**src/rtl/vram_arbiter.sv**
```systemverilog
// vram_arbiter: single-port screen memory shared between a VGA fetcher and a CPU with starvation guard
module vram_arbiter #(
    parameter int AW     = 11,
    parameter int DW     = 8,
    parameter int STARVE = 4
) (
    input  logic          clk,
    input  logic          reset,
    input  logic          vga_req,
    input  logic [AW-1:0] vga_addr,
    output logic          vga_valid,
    output logic [DW-1:0] vga_data,
    output logic          vga_ovf,
    input  logic          cpu_req,
    input  logic          cpu_we,
    input  logic [AW-1:0] cpu_addr,
    input  logic [DW-1:0] cpu_wdata,
    output logic          cpu_ack,
    output logic [DW-1:0] cpu_rdata,
    output logic          mem_en,
    output logic          mem_we,
    output logic [AW-1:0] mem_addr,
    output logic [DW-1:0] mem_wdata,
    input  logic [DW-1:0] mem_rdata
);
    localparam int CW = $clog2(STARVE + 1);
    localparam logic [CW-1:0] SAT = CW'(STARVE);

    logic          pend_v_q, pend_v_d;
    logic [AW-1:0] pend_addr_q, pend_addr_d;
    logic [CW-1:0] wait_q, wait_d;
    logic          mem_en_q, mem_en_d, mem_we_q, mem_we_d, mem_cpu_q, mem_cpu_d;
    logic [AW-1:0] mem_addr_q, mem_addr_d;
    logic [DW-1:0] mem_wdata_q, mem_wdata_d;
    logic          vga_valid_q, vga_valid_d, cpu_wack_q, cpu_wack_d, cpu_rack_q, cpu_rack_d;
    logic          ovf_q, ovf_d;
    logic          cpu_busy, cpu_elig, forced, gnt_cpu, gnt_pend, gnt_new;

    assign cpu_busy  = mem_en_q & mem_cpu_q & ~mem_we_q;
    assign cpu_ack   = cpu_wack_q | cpu_rack_q;
    assign cpu_elig  = cpu_req & ~cpu_busy & ~cpu_ack;
    assign forced    = cpu_elig & (wait_q == SAT);
    assign gnt_cpu   = forced | (cpu_elig & ~pend_v_q & ~vga_req);
    assign gnt_pend  = ~forced & pend_v_q;
    assign gnt_new   = ~forced & ~pend_v_q & vga_req;

    assign mem_en    = mem_en_q;
    assign mem_we    = mem_we_q;
    assign mem_addr  = mem_addr_q;
    assign mem_wdata = mem_wdata_q;
    assign vga_valid = vga_valid_q;
    assign vga_ovf   = ovf_q;
    // Read data is only presented while its strobe is high, so reset and idle cycles show zero
    assign vga_data  = vga_valid_q ? mem_rdata : '0;
    assign cpu_rdata = cpu_rack_q ? mem_rdata : '0;

    // Arbitrate one access per edge and derive pending-slot, wait-counter and completion state
    always_comb begin
        mem_en_d    = gnt_cpu | gnt_pend | gnt_new;
        mem_we_d    = gnt_cpu & cpu_we;
        mem_cpu_d   = gnt_cpu;
        mem_addr_d  = gnt_cpu ? cpu_addr : gnt_pend ? pend_addr_q : gnt_new ? vga_addr : mem_addr_q;
        mem_wdata_d = mem_we_d ? cpu_wdata : mem_wdata_q;
        pend_v_d    = gnt_pend ? vga_req : pend_v_q | (vga_req & forced);
        pend_addr_d = ((gnt_pend | ~pend_v_q) & vga_req) ? vga_addr : pend_addr_q;
        ovf_d       = ovf_q | (pend_v_q & ~gnt_pend & vga_req);
        wait_d      = (~cpu_elig | gnt_cpu) ? '0 : (wait_q == SAT) ? wait_q : wait_q + CW'(1);
        vga_valid_d = mem_en_q & ~mem_cpu_q;
        cpu_rack_d  = cpu_busy;
        cpu_wack_d  = gnt_cpu & cpu_we;
    end

    // State register; reset drops any in-flight access so no completion follows it
    always_ff @(posedge clk or negedge reset) begin
        if (!reset) begin
            pend_v_q    <= 1'b0;
            pend_addr_q <= '0;
            wait_q      <= '0;
            mem_en_q    <= 1'b0;
            mem_we_q    <= 1'b0;
            mem_cpu_q   <= 1'b0;
            mem_addr_q  <= '0;
            mem_wdata_q <= '0;
            vga_valid_q <= 1'b0;
            cpu_wack_q  <= 1'b0;
            cpu_rack_q  <= 1'b0;
            ovf_q       <= 1'b0;
        end else begin
            pend_v_q    <= pend_v_d;
            pend_addr_q <= pend_addr_d;
            wait_q      <= wait_d;
            mem_en_q    <= mem_en_d;
            mem_we_q    <= mem_we_d;
            mem_cpu_q   <= mem_cpu_d;
            mem_addr_q  <= mem_addr_d;
            mem_wdata_q <= mem_wdata_d;
            vga_valid_q <= vga_valid_d;
            cpu_wack_q  <= cpu_wack_d;
            cpu_rack_q  <= cpu_rack_d;
            ovf_q       <= ovf_d;
        end
    end
endmodule
```
**config.mk**
```make
export PLATFORM = sky130hd
export DESIGN_NAME = vram_arbiter
export DESIGN_NICKNAME = d
export VERILOG_FILES = /design/src/rtl/vram_arbiter.sv
export SDC_FILE = /design/constraint.sdc
export NUM_CORES = 1
export LEC_CHECK = 0
export BUFFER_PORTS_ARGS = -buffer_cell sky130_fd_sc_hd__buf_4
export CORE_AREA = 3 3 88 90
export DETAILED_ROUTE_END_ITERATION = 16
export DIE_AREA = 0 0 91 93
export GPL_TIMING_DRIVEN = 0
export PLACE_DENSITY = 0.65
export SLEW_MARGIN = 5
export SYNTH_ARGS = -nofsm -noshare
export SYNTH_HDL_FRONTEND = slang
export SYNTH_SLANG_ARGS = --single-unit
```
**constraint.sdc**
```tcl
create_clock -name clk -period 1.5 [get_ports clk]
set_input_delay 0.075 -clock clk [delete_from_list [all_inputs] [get_ports clk]]
set_output_delay 0.075 -clock clk [all_outputs]
set_load 0.005 [all_outputs]
```
## Word-level counts from Yosys, hierarchy flattened

Index checks and enable logic that the tools add are counted.

- Add/subtract/negate cells: 1
- Eq/ne operators: 2
- Mux-type cells: 8
- Bitwise operators: 33
- Reductions and logical operators: 1

Operator list:

| operator | number |
|---|---|
| $mux W11 | 3 |
| $and A1 B1 Y1 | 16 |
| $mux W8 | 2 |
| $not A1 Y1 | 9 |
| $or A1 B1 Y1 | 8 |
| $mux W3 | 2 |
| $add A3 B1 Y3 const B | 1 |
| $eq A3 B3 Y1 const B | 1 |
| $reduce_bool A3 Y1 | 1 |
| $ne A2 B2 Y1 const B | 1 |
| $mux W1 | 1 |

- Register bits after elaboration: 40
- Output and inout bits: 40

## Depth between registers and ports, before layout

Gate-level depths: netlist of run 1.

- Depth in word-level cells: 12
- Depth in mapped cells: 6

## Worst setup path after synthesis of run 1

OpenSTA, ideal clock, no wires.

- Kind: register to register
- Start point: register wait_q[0]
- End point: register pend_addr_q[0]
- Library setup time: 0.125 ns
- Arrival time: 1.470 ns
- Data required time: 1.375 ns
- Setup slack: -0.095 ns
- Cell stages (with the launch flop): 7
- Path buffers: 1
- Period minus slack after synthesis: 1.595 ns
- Cell sequence: dfrtp_1 > inv_1 > ha_1 > and4_4 > a21bo_2 > buf_6 > mux2_4

- Word-level cells in the longest chain between the ends: 6

Ends and longest elaborated chain:

| what | RTL line | source |
|---|---|---|
| from (decl) | 31 | `logic [CW-1:0] wait_q, wait_d;` |
| from (signal assigned) | 91 | `wait_q <= wait_d;` |
| $eq A3 B3 Y1 | 42 | `assign forced = cpu_elig & (wait_q == SAT);` |
| $and A1 B1 Y1 | 42 |  |
| $not A1 Y1 | 44 | `assign gnt_pend = ~forced & pend_v_q;` |
| $and A1 B1 Y1 | 44 |  |
| $or A1 B1 Y1 | 65 | `pend_addr_d = ((gnt_pend \| ~pend_v_q) & vga_req) ? vga_addr : pend_addr_q;` |
| $and A1 B1 Y1 | 65 |  |
| to (signal assigned) | 90 | `pend_addr_q <= pend_addr_d;` |
| to (decl) | 30 | `logic [AW-1:0] pend_addr_q, pend_addr_d;` |

No other way between the ends.
A chain may end at the register's enable or synchronous reset.

## Worst setup path in the final report of run 1

- Start point: register wait_q[0]
- End point: register pend_addr_q[5]

The elaborated chain is that of the path after synthesis.

==> results_tabular.tex, run 1 <==
\begin{tabular}{lr}
\hline
Metric & Value \\
\hline
\multicolumn{2}{l}{\textbf{Clock tree}} \\
H-tree levels & 2 \\
Clock Sink Count & 40 \\
Insertion delay to the later sink of the worst-skew pair & 290 ps \\
CTS max path bufs & 2 \\
Root buffer selected by CTS & clkbuf\_8 \\
Clock slew at the register clock pins of the worst setup and hold paths & 80 ps \\
TritonCTS clock tree & done \\
Inserted Clock Buffers & 5 \\
\multicolumn{2}{l}{\textbf{Setup path}} \\
Startpoint types & flop \\
Kind of end point of the critical path & flop \\
Critical Setup Path Class & flop to flop \\
CP Data Required Time & 1670 ps \\
CP max FO & 10 \\
Signal arrival time at the worst endpoint & 1730 ps \\
\multicolumn{2}{l}{\textbf{Power}} \\
Power density relative to cell area & 975 mW/mm\^{}2 \\
Leakage & 0.00154 uW \\
Worst vdd rail ir drop & 429 uV \\
\multicolumn{2}{l}{\textbf{Synth}} \\
Gate count after technology mapping & 153 \\
Summed instance area of the synthesized netlist & 0.00208 sq mm \\
Compound-cell area share of the yosys netlist & 0.0348 \\
Area share of and/or/nand/nor cells after synthesis & 0.0972 \\
Yosys synthesis warning count & 0 \\
Share of the synthesized netlist area taken by xor and xnor gates & 0.00420 \\
Average cell area after synthesis & 13.6 sq um \\
Dominant combinational cell family by area after synthesis & multiplexers \\
Post-synthesis mux area share & 0.339 \\
Sequential fraction of the synthesis area & 0.480 \\
Post-synthesis cell type count & 28 \\
Synth Area in Adders & 0.0120 \\
Post-synthesis register bit count & 40 \\
Number of nets in the synthesized netlist & 198 \\
\multicolumn{2}{l}{\textbf{Die}} \\
Starting density of the core & 0.292 \\
Die ar. & 0.00846 sq mm \\
Number of cell rows & 31 \\
Overall die width & 91 microns \\
Ports placed on the boundary & 83 \\
CORE AREA & 0.00714 sq mm \\
Die height & 93 microns \\
\multicolumn{2}{l}{\textbf{Global routing}} \\
GRT Total Usage & 0.111 \\
Vias in the first global route & 1542 \\
Initial antenna violation count & 0 \\
Pin count of the biggest net entering global routing & 41 \\
Leftover overflow at the end of global routing & 0 \\
Wire length of the first global-routing pass & 7.52 mm \\
\multicolumn{2}{l}{\textbf{Finish}} \\
Nets & 295 \\
Layout cell share with drive strength beyond 1 & 0.586 \\
Final standard cell utilization of the core & 0.432 \\
Antenna cells & 0 \\
Area growth from synthesis to layout & 48.0\% \\
Final standard cell count with taps included and fillers excluded & 350 \\
\multicolumn{2}{l}{\textbf{Routing}} \\
Length of the first detailed-routing pass in iterations & 2 \\
Starting DRT DRC Count & 47 \\
Routed wire length & 4.85 mm \\
Wire length per cell & 13.8 microns \\
Post-detailed-route DRC marker count & 0 \\
Routed via count divided by cell count & 4.35 \\
Via count & 1521 \\
Final ANT Viol Nets & 0 \\
\multicolumn{2}{l}{\textbf{Timing}} \\
Setup slack after layout & -53.2 ps \\
Final hold violation count & 0 \\
Final worst-path cycle share & 1.04 \\
Pins over their slew limit & 0 \\
Worst-case headroom to the max-slew limit & 0.650 \\
Max Clock Freq & 644 MHz \\
Setup violation total in the final timing report & 13 \\
Transition time of the tightest slew-check pin & 525 ps \\
Min Clock Period, post-route & 1550 ps \\
Worst setup skew after layout & 6.70 ps \\
RSZ-0062 raised after global routing & true \\
\multicolumn{2}{l}{\textbf{Job}} \\
Reported max-cap violation count & 0 \\
\multicolumn{2}{l}{\textbf{Place}} \\
Minimum setup slack after placement & -137 ps \\
HPWL Detailed & 3.39 mm \\
Port buffer count & 82 \\
Number of placed instances with taps included & 334 \\
Last weighted congestion value of the routability-driven placer & 0.690 \\
\multicolumn{2}{l}{\textbf{Status}} \\
Result of the run & finished, violations left \\
Failing checks & setup timing \\
\multicolumn{2}{l}{\textbf{Worst hold path}} \\
Hold crit path type & input pin to flop \\
\hline
\end{tabular}
==> final timing paths <==
| path | startpoint | to | slack [ps] | depth (start not counted) |
|---|---|---|---|---|
| max | wait_q[0] | pend_addr_q[5] | -50 | 6 |
| min | cpu_wdata[4] | mem_wdata[4] | 20 | 2 |
| max reg2reg | wait_q[0] | pend_addr_q[5] | -50 | 6 |
| min reg2reg | wait_q[0] | wait_q[0] | 490 | 1 |
| max in group asynchronous | reset | cpu_rack_q | 820 | 2 |
| min in group asynchronous | reset | mem_wdata[4] | 310 | 2 |
==> cells by family (layout without fill, tap and decap cells) <==
group / after synthesis / after routing
flip-flops: 40 / 40
AND/OR/NAND/NOR: 31 / 32
AO/OA/AOI/OAI: 6 / 6
adder cells (fa/ha/maj): 2 / 2
multiplexers: 63 / 63
buffers and inverters: 10 / 107
XOR/XNOR: 1 / 1
==> repair_timing <==
item,CTS,global route
hold endpoints to repair,40,0
hold buffers,1,0
cloned,1,1
pin swaps,2,2
endpoints found under the setup margin,31,30
setup buffers,3,2
gates resized for setup,4,10
==> cell usage in the layout (no fill, tap or decap), types with 3 or more instances in the layout <==
master / instances
buf_4: 87
mux2i_1: 33
buf_6: 6
nand2_1: 3
dfrtp_1: 39
mux2_4: 10
clkbuf_8: 7
mux2_2: 20
and2_1: 16
==> per-layer routing <==
metal  up-vias  share of wire  track usage
li1        739              -            -
met1       725           0.43        0.133
met2        50           0.49        0.192
met3         7          0.065       0.0346
met4         0         0.0097       0.0327
met5         -              0            0
==> Yosys cell counts <==
master	n	area, sq um
and2_1	16	100
a21bo_2	1	10.0
nand2_1	3	11.3
nor2_2	1	6.26
ha_1	2	25.0
a211oi_4	1	20.0
xnor2_1	1	8.76
mux2_2	20	225
nand4_4	1	21.3
nor3_1	2	10.0
and4_4	1	11.3
nor2_1	2	7.51
nand4_1	1	6.26
inv_1	4	15.0
o2bb2ai_2	1	15.0
a21oi_1	1	5.00
buf_4	2	15.0
dfrtp_1	40	1000
mux2_4	10	150
buf_6	3	33.8
nor2b_1	1	6.26
mux2i_1	33	330
nor3_2	1	10.0
or2_2	1	6.26
buf_2	1	5.00
o21bai_1	1	7.51
a2bb2oi_2	1	15.0
nand2_2	1	6.26
==> worst max-delay path: stages (launching register included) <==
cell and delay, ps:
dfrtp_1 410, inv_2 80, ha_4 160, and4_4 200, a21bo_4 140, buf_12 150, mux2_4 300
==> sequential cells by signal, summed over array words and instances (netlist names) <==
signal	flops
mem_wdata	8
wait_q	3
pend_addr_q	11
vga_ovf	1
cpu_rack_q	1
mem_cpu_q	1
mem_addr	11
mem_en	1
pend_v_q	1
mem_we	1
vga_valid	1
==> power by group <==
group	total, uW	internal, uW	switching (uW)
clock network	960	587	373
logic	737	470	267
registers	1310	1230	86.6
total	3010	2280	727
==> area by class of cell <==
cell class	count	area [sq um]
sequential	40	1000
buffer	6	76.3
multi-input combinational	104	1070
clock buffer	7	96.3
fill	695	4050
inverter	4	15.0
timing repair buffer	89	674
clock inverter	1	30.0
tap	99	124
==> through the flow <==
stage                     area, sq um  hold slack [ps]  TNS [ps]  total power [uW]
after detailed placement         2850             91.8     -2480              2040
final                            3090             15.0      -538              3010
after global routing             3090             12.0     -1560              3160
after floorplan                  2110             -221         0              1650
after global placement           2850             95.4     -1820              2020
after CTS                        3030             6.02      -898              3040
Power figures use the tool's default switching activity.
==> run 2: changes to the inputs <==
--- a/config.mk
+++ b/config.mk
@@ -6,12 +6,13 @@
 export NUM_CORES = 1
 export LEC_CHECK = 0
 export BUFFER_PORTS_ARGS = -buffer_cell sky130_fd_sc_hd__buf_4
-export CORE_AREA = 3 3 88 90
+export CORE_AREA = 2 2 87 89
 export DETAILED_ROUTE_END_ITERATION = 16
-export DIE_AREA = 0 0 91 93
+export DIE_AREA = 0 0 89 91
 export GPL_TIMING_DRIVEN = 0
 export PLACE_DENSITY = 0.65
 export SLEW_MARGIN = 5
 export SYNTH_ARGS = -nofsm -noshare
 export SYNTH_HDL_FRONTEND = slang
 export SYNTH_SLANG_ARGS = --single-unit
+export TNS_END_PERCENT = 50
==> results_tabular.tex, run 2 (synthesis results as in run 1) <==
\begin{tabular}{lr}
\hline
Metric & Value \\
\hline
\multicolumn{2}{l}{\textbf{Clock tree}} \\
Root buffer selected by CTS & clkbuf\_8 (unchanged) \\
Clock Sink Count & 40 (unchanged) \\
Clock slew at the register clock pins of the worst setup and hold paths & 80 ps (about the same) \\
TritonCTS clock tree & done (unchanged) \\
H-tree levels & 2 (unchanged) \\
CTS max path bufs & 2 (unchanged) \\
Insertion delay to the later sink of the worst-skew pair & 290 ps (about the same) \\
Inserted Clock Buffers & 5 (unchanged) \\
\multicolumn{2}{l}{\textbf{Global routing}} \\
Vias in the first global route & 1561 (was 1542) \\
GRT Total Usage & 0.121 (was 0.111) \\
Pin count of the biggest net entering global routing & 41 (unchanged) \\
Leftover overflow at the end of global routing & 0 (unchanged) \\
Initial antenna violation count & 0 (unchanged) \\
Wire length of the first global-routing pass & 7.53 mm (was 7.52 mm) \\
\multicolumn{2}{l}{\textbf{Die}} \\
Number of cell rows & 31 (unchanged) \\
Ports placed on the boundary & 83 (unchanged) \\
CORE AREA & 0.00714 sq mm (unchanged) \\
Die ar. & 0.00810 sq mm (was 0.00846 sq mm) \\
Die height & 91 microns (was 93 microns) \\
Starting density of the core & 0.292 (unchanged) \\
Overall die width & 89 microns (was 91 microns) \\
\multicolumn{2}{l}{\textbf{Timing}} \\
Final worst-path cycle share & 1.05 (was 1.04) \\
Setup violation total in the final timing report & 16 (was 13) \\
Worst setup skew after layout & 3.87 ps (was 6.70 ps) \\
RSZ-0062 raised after global routing & true (unchanged) \\
Max Clock Freq & 638 MHz (was 644 MHz) \\
Min Clock Period, post-route & 1570 ps (was 1550 ps) \\
Setup slack after layout & -68.1 ps (was -53.2 ps) \\
Transition time of the tightest slew-check pin & 553 ps (was 525 ps) \\
Pins over their slew limit & 0 (unchanged) \\
Worst-case headroom to the max-slew limit & 0.631 (was 0.650) \\
Final hold violation count & 0 (unchanged) \\
\multicolumn{2}{l}{\textbf{Finish}} \\
Leading cell type in the layout, fill and taps excluded & buf\_4 (unchanged) \\
Filler Cell Count & 703 (was 695) \\
Cell area after layout & 0.00313 sq mm (was 0.00309 sq mm) \\
Final standard cell utilization of the core & 0.439 (was 0.432) \\
Sequential Area & 0.00100 sq mm (unchanged) \\
Area growth from synthesis to layout & 50.3\% (was 48.0\%) \\
Area occupied by multi-input gates & 0.00107 sq mm (about the same) \\
Layout cell share with drive strength beyond 1 & 0.579 (was 0.586) \\
Top library cells by usage in the layout, fill and taps aside & 92 x buf\_4, 39 x dfrtp\_1, 33 x mux2i\_1 (was 87 x buf\_4, 39 x dfrtp\_1, 33 x mux2i\_1) \\
Antenna cells & 0 (unchanged) \\
Nets & 304 (was 295) \\
\multicolumn{2}{l}{\textbf{Worst hold path}} \\
Hold crit path type & input pin to flop (unchanged) \\
Min-delay src & cpu\_wdata[7] (was cpu\_wdata[4]) \\
\multicolumn{2}{l}{\textbf{Setup path}} \\
Kind of end point of the critical path & flop (unchanged) \\
Critical Path Start & wait\_q[0] (unchanged) \\
Startpoint types & flop (unchanged) \\
Signal arrival time at the worst endpoint & 1750 ps (was 1730 ps) \\
CP max FO & 5 (was 10) \\
Critical Setup Path Class & flop to flop (unchanged) \\
Launching point of the worst reg2reg path & wait\_q[0] (unchanged) \\
CP Data Required Time & 1680 ps (was 1670 ps) \\
\multicolumn{2}{l}{\textbf{Routing}} \\
Post-detailed-route DRC marker count & 0 (unchanged) \\
Routed via count divided by cell count & 4.44 (was 4.35) \\
Length of the first detailed-routing pass in iterations & 4 (was 2) \\
Final ANT Viol Nets & 0 (unchanged) \\
Starting DRT DRC Count & 18 (was 47) \\
Wire length per cell & 14.1 microns (was 13.8 microns) \\
Routed wire length & 5.05 mm (was 4.85 mm) \\
Via count & 1588 (was 1521) \\
\multicolumn{2}{l}{\textbf{Power}} \\
Worst vdd rail ir drop & 363 uV (was 429 uV) \\
Power density relative to cell area & 882 mW/mm\^{}2 (was 975 mW/mm\^{}2) \\
PnR Total Power & 2760 uW (was 3010 uW) \\
Leakage & 0.00156 uW (was 0.00154 uW) \\
\multicolumn{2}{l}{\textbf{Place}} \\
Placed cell area & 0.00285 sq mm (unchanged) \\
HPWL Detailed & 3.36 mm (was 3.39 mm) \\
Port buffer count & 82 (unchanged) \\
Last weighted congestion value of the routability-driven placer & 0.688 (was 0.690) \\
\multicolumn{2}{l}{\textbf{Job}} \\
Reported max-cap violation count & 0 (unchanged) \\
\multicolumn{2}{l}{\textbf{Status}} \\
Result of the run & finished, violations left (unchanged) \\
Failing checks & setup timing (unchanged) \\
\hline
\end{tabular}
## run 2: cell types whose count changed in the layout (fill, tap and decap cells not counted), sizes merged
| cell | previous run | this run |
|---|---|---|
| clkinv | 0 | 1 |
| buf | 94 | 98 |
| dlygate4sd3 | 1 | 5 |
| bufinv | 1 | 0 |
## run 2: timing repair
item | in CTS | in global routing
cloned | 0 | 2
hold buffers | 1 | 4
endpoints found under the hold margin | 40 | 4
setup buffers | 4 | 6
resized for setup | 5 | 5
pin swaps | 2 | 1
endpoints found under the setup margin | 31 | 32
## run 2: path summary, 6_finish.rpt
path | endpoint | slack, ps | cells after the start
min | mem_wdata[7] | 10 | 2
min reg2reg | vga_ovf | 490 | 1
max | pend_addr_q[4] | -70 | 6
max in group asynchronous | cpu_rack_q | 770 | 2
max reg2reg | pend_addr_q[4] | -70 | 6
min in group asynchronous | mem_addr[3] | 310 | 2
## run 2: power breakdown
| group | internal [uW] | switching, uW |
|---|---|---|
| sequential | 1230 | 84.0 |
| clock | 317 | 369 |
| combinational | 490 | 278 |
| total | 2030 | 731 |
## run 2: per-layer routing
| metal | vias to the layer above | part of all wire | track usage |
|---|---|---|---|
| li1 | 754 | - | - |
| met1 | 771 | 0.44 | 0.155 |
| met2 | 58 | 0.49 | 0.199 |
| met3 | 5 | 0.069 | 0.0373 |
| met4 | 0 | 0.010 | 0.0299 |
| met5 | - | 0 | 0 |
## run 2: cell type report
class | count | share of cell area
Buffer | 6 | 0.0232
Clock buffer | 6 | 0.0232
Clock inverter | 1 | 0.00160
Inverter | 4 | 0.00479
Multi-Input combinational cell | 104 | 0.342
Sequential cell | 40 | 0.320
Tap cell | 99 | 0.0395
Timing Repair Buffer | 98 | 0.246
## run 2: worst max-delay path: stages, from the launching register on
cell and delay (ps):
dfrtp_1 400, inv_2 60, ha_4 170, and4_4 140, a21bo_4 240, clkbuf_16 160
mux2_4 290
## run 2: through the flow
stage	TNS [ps]	std cells	hold WS, ps	setup WS, ps
after floorplan	0	153	-221	2.00
after global placement	-1590	334	97.1	-103
after detailed placement	-2390	334	105	-131
after CTS	-620	346	2.36	-45.4
after global routing	-2120	358	0.466	-113
final	-653	358	14.9	-68.1
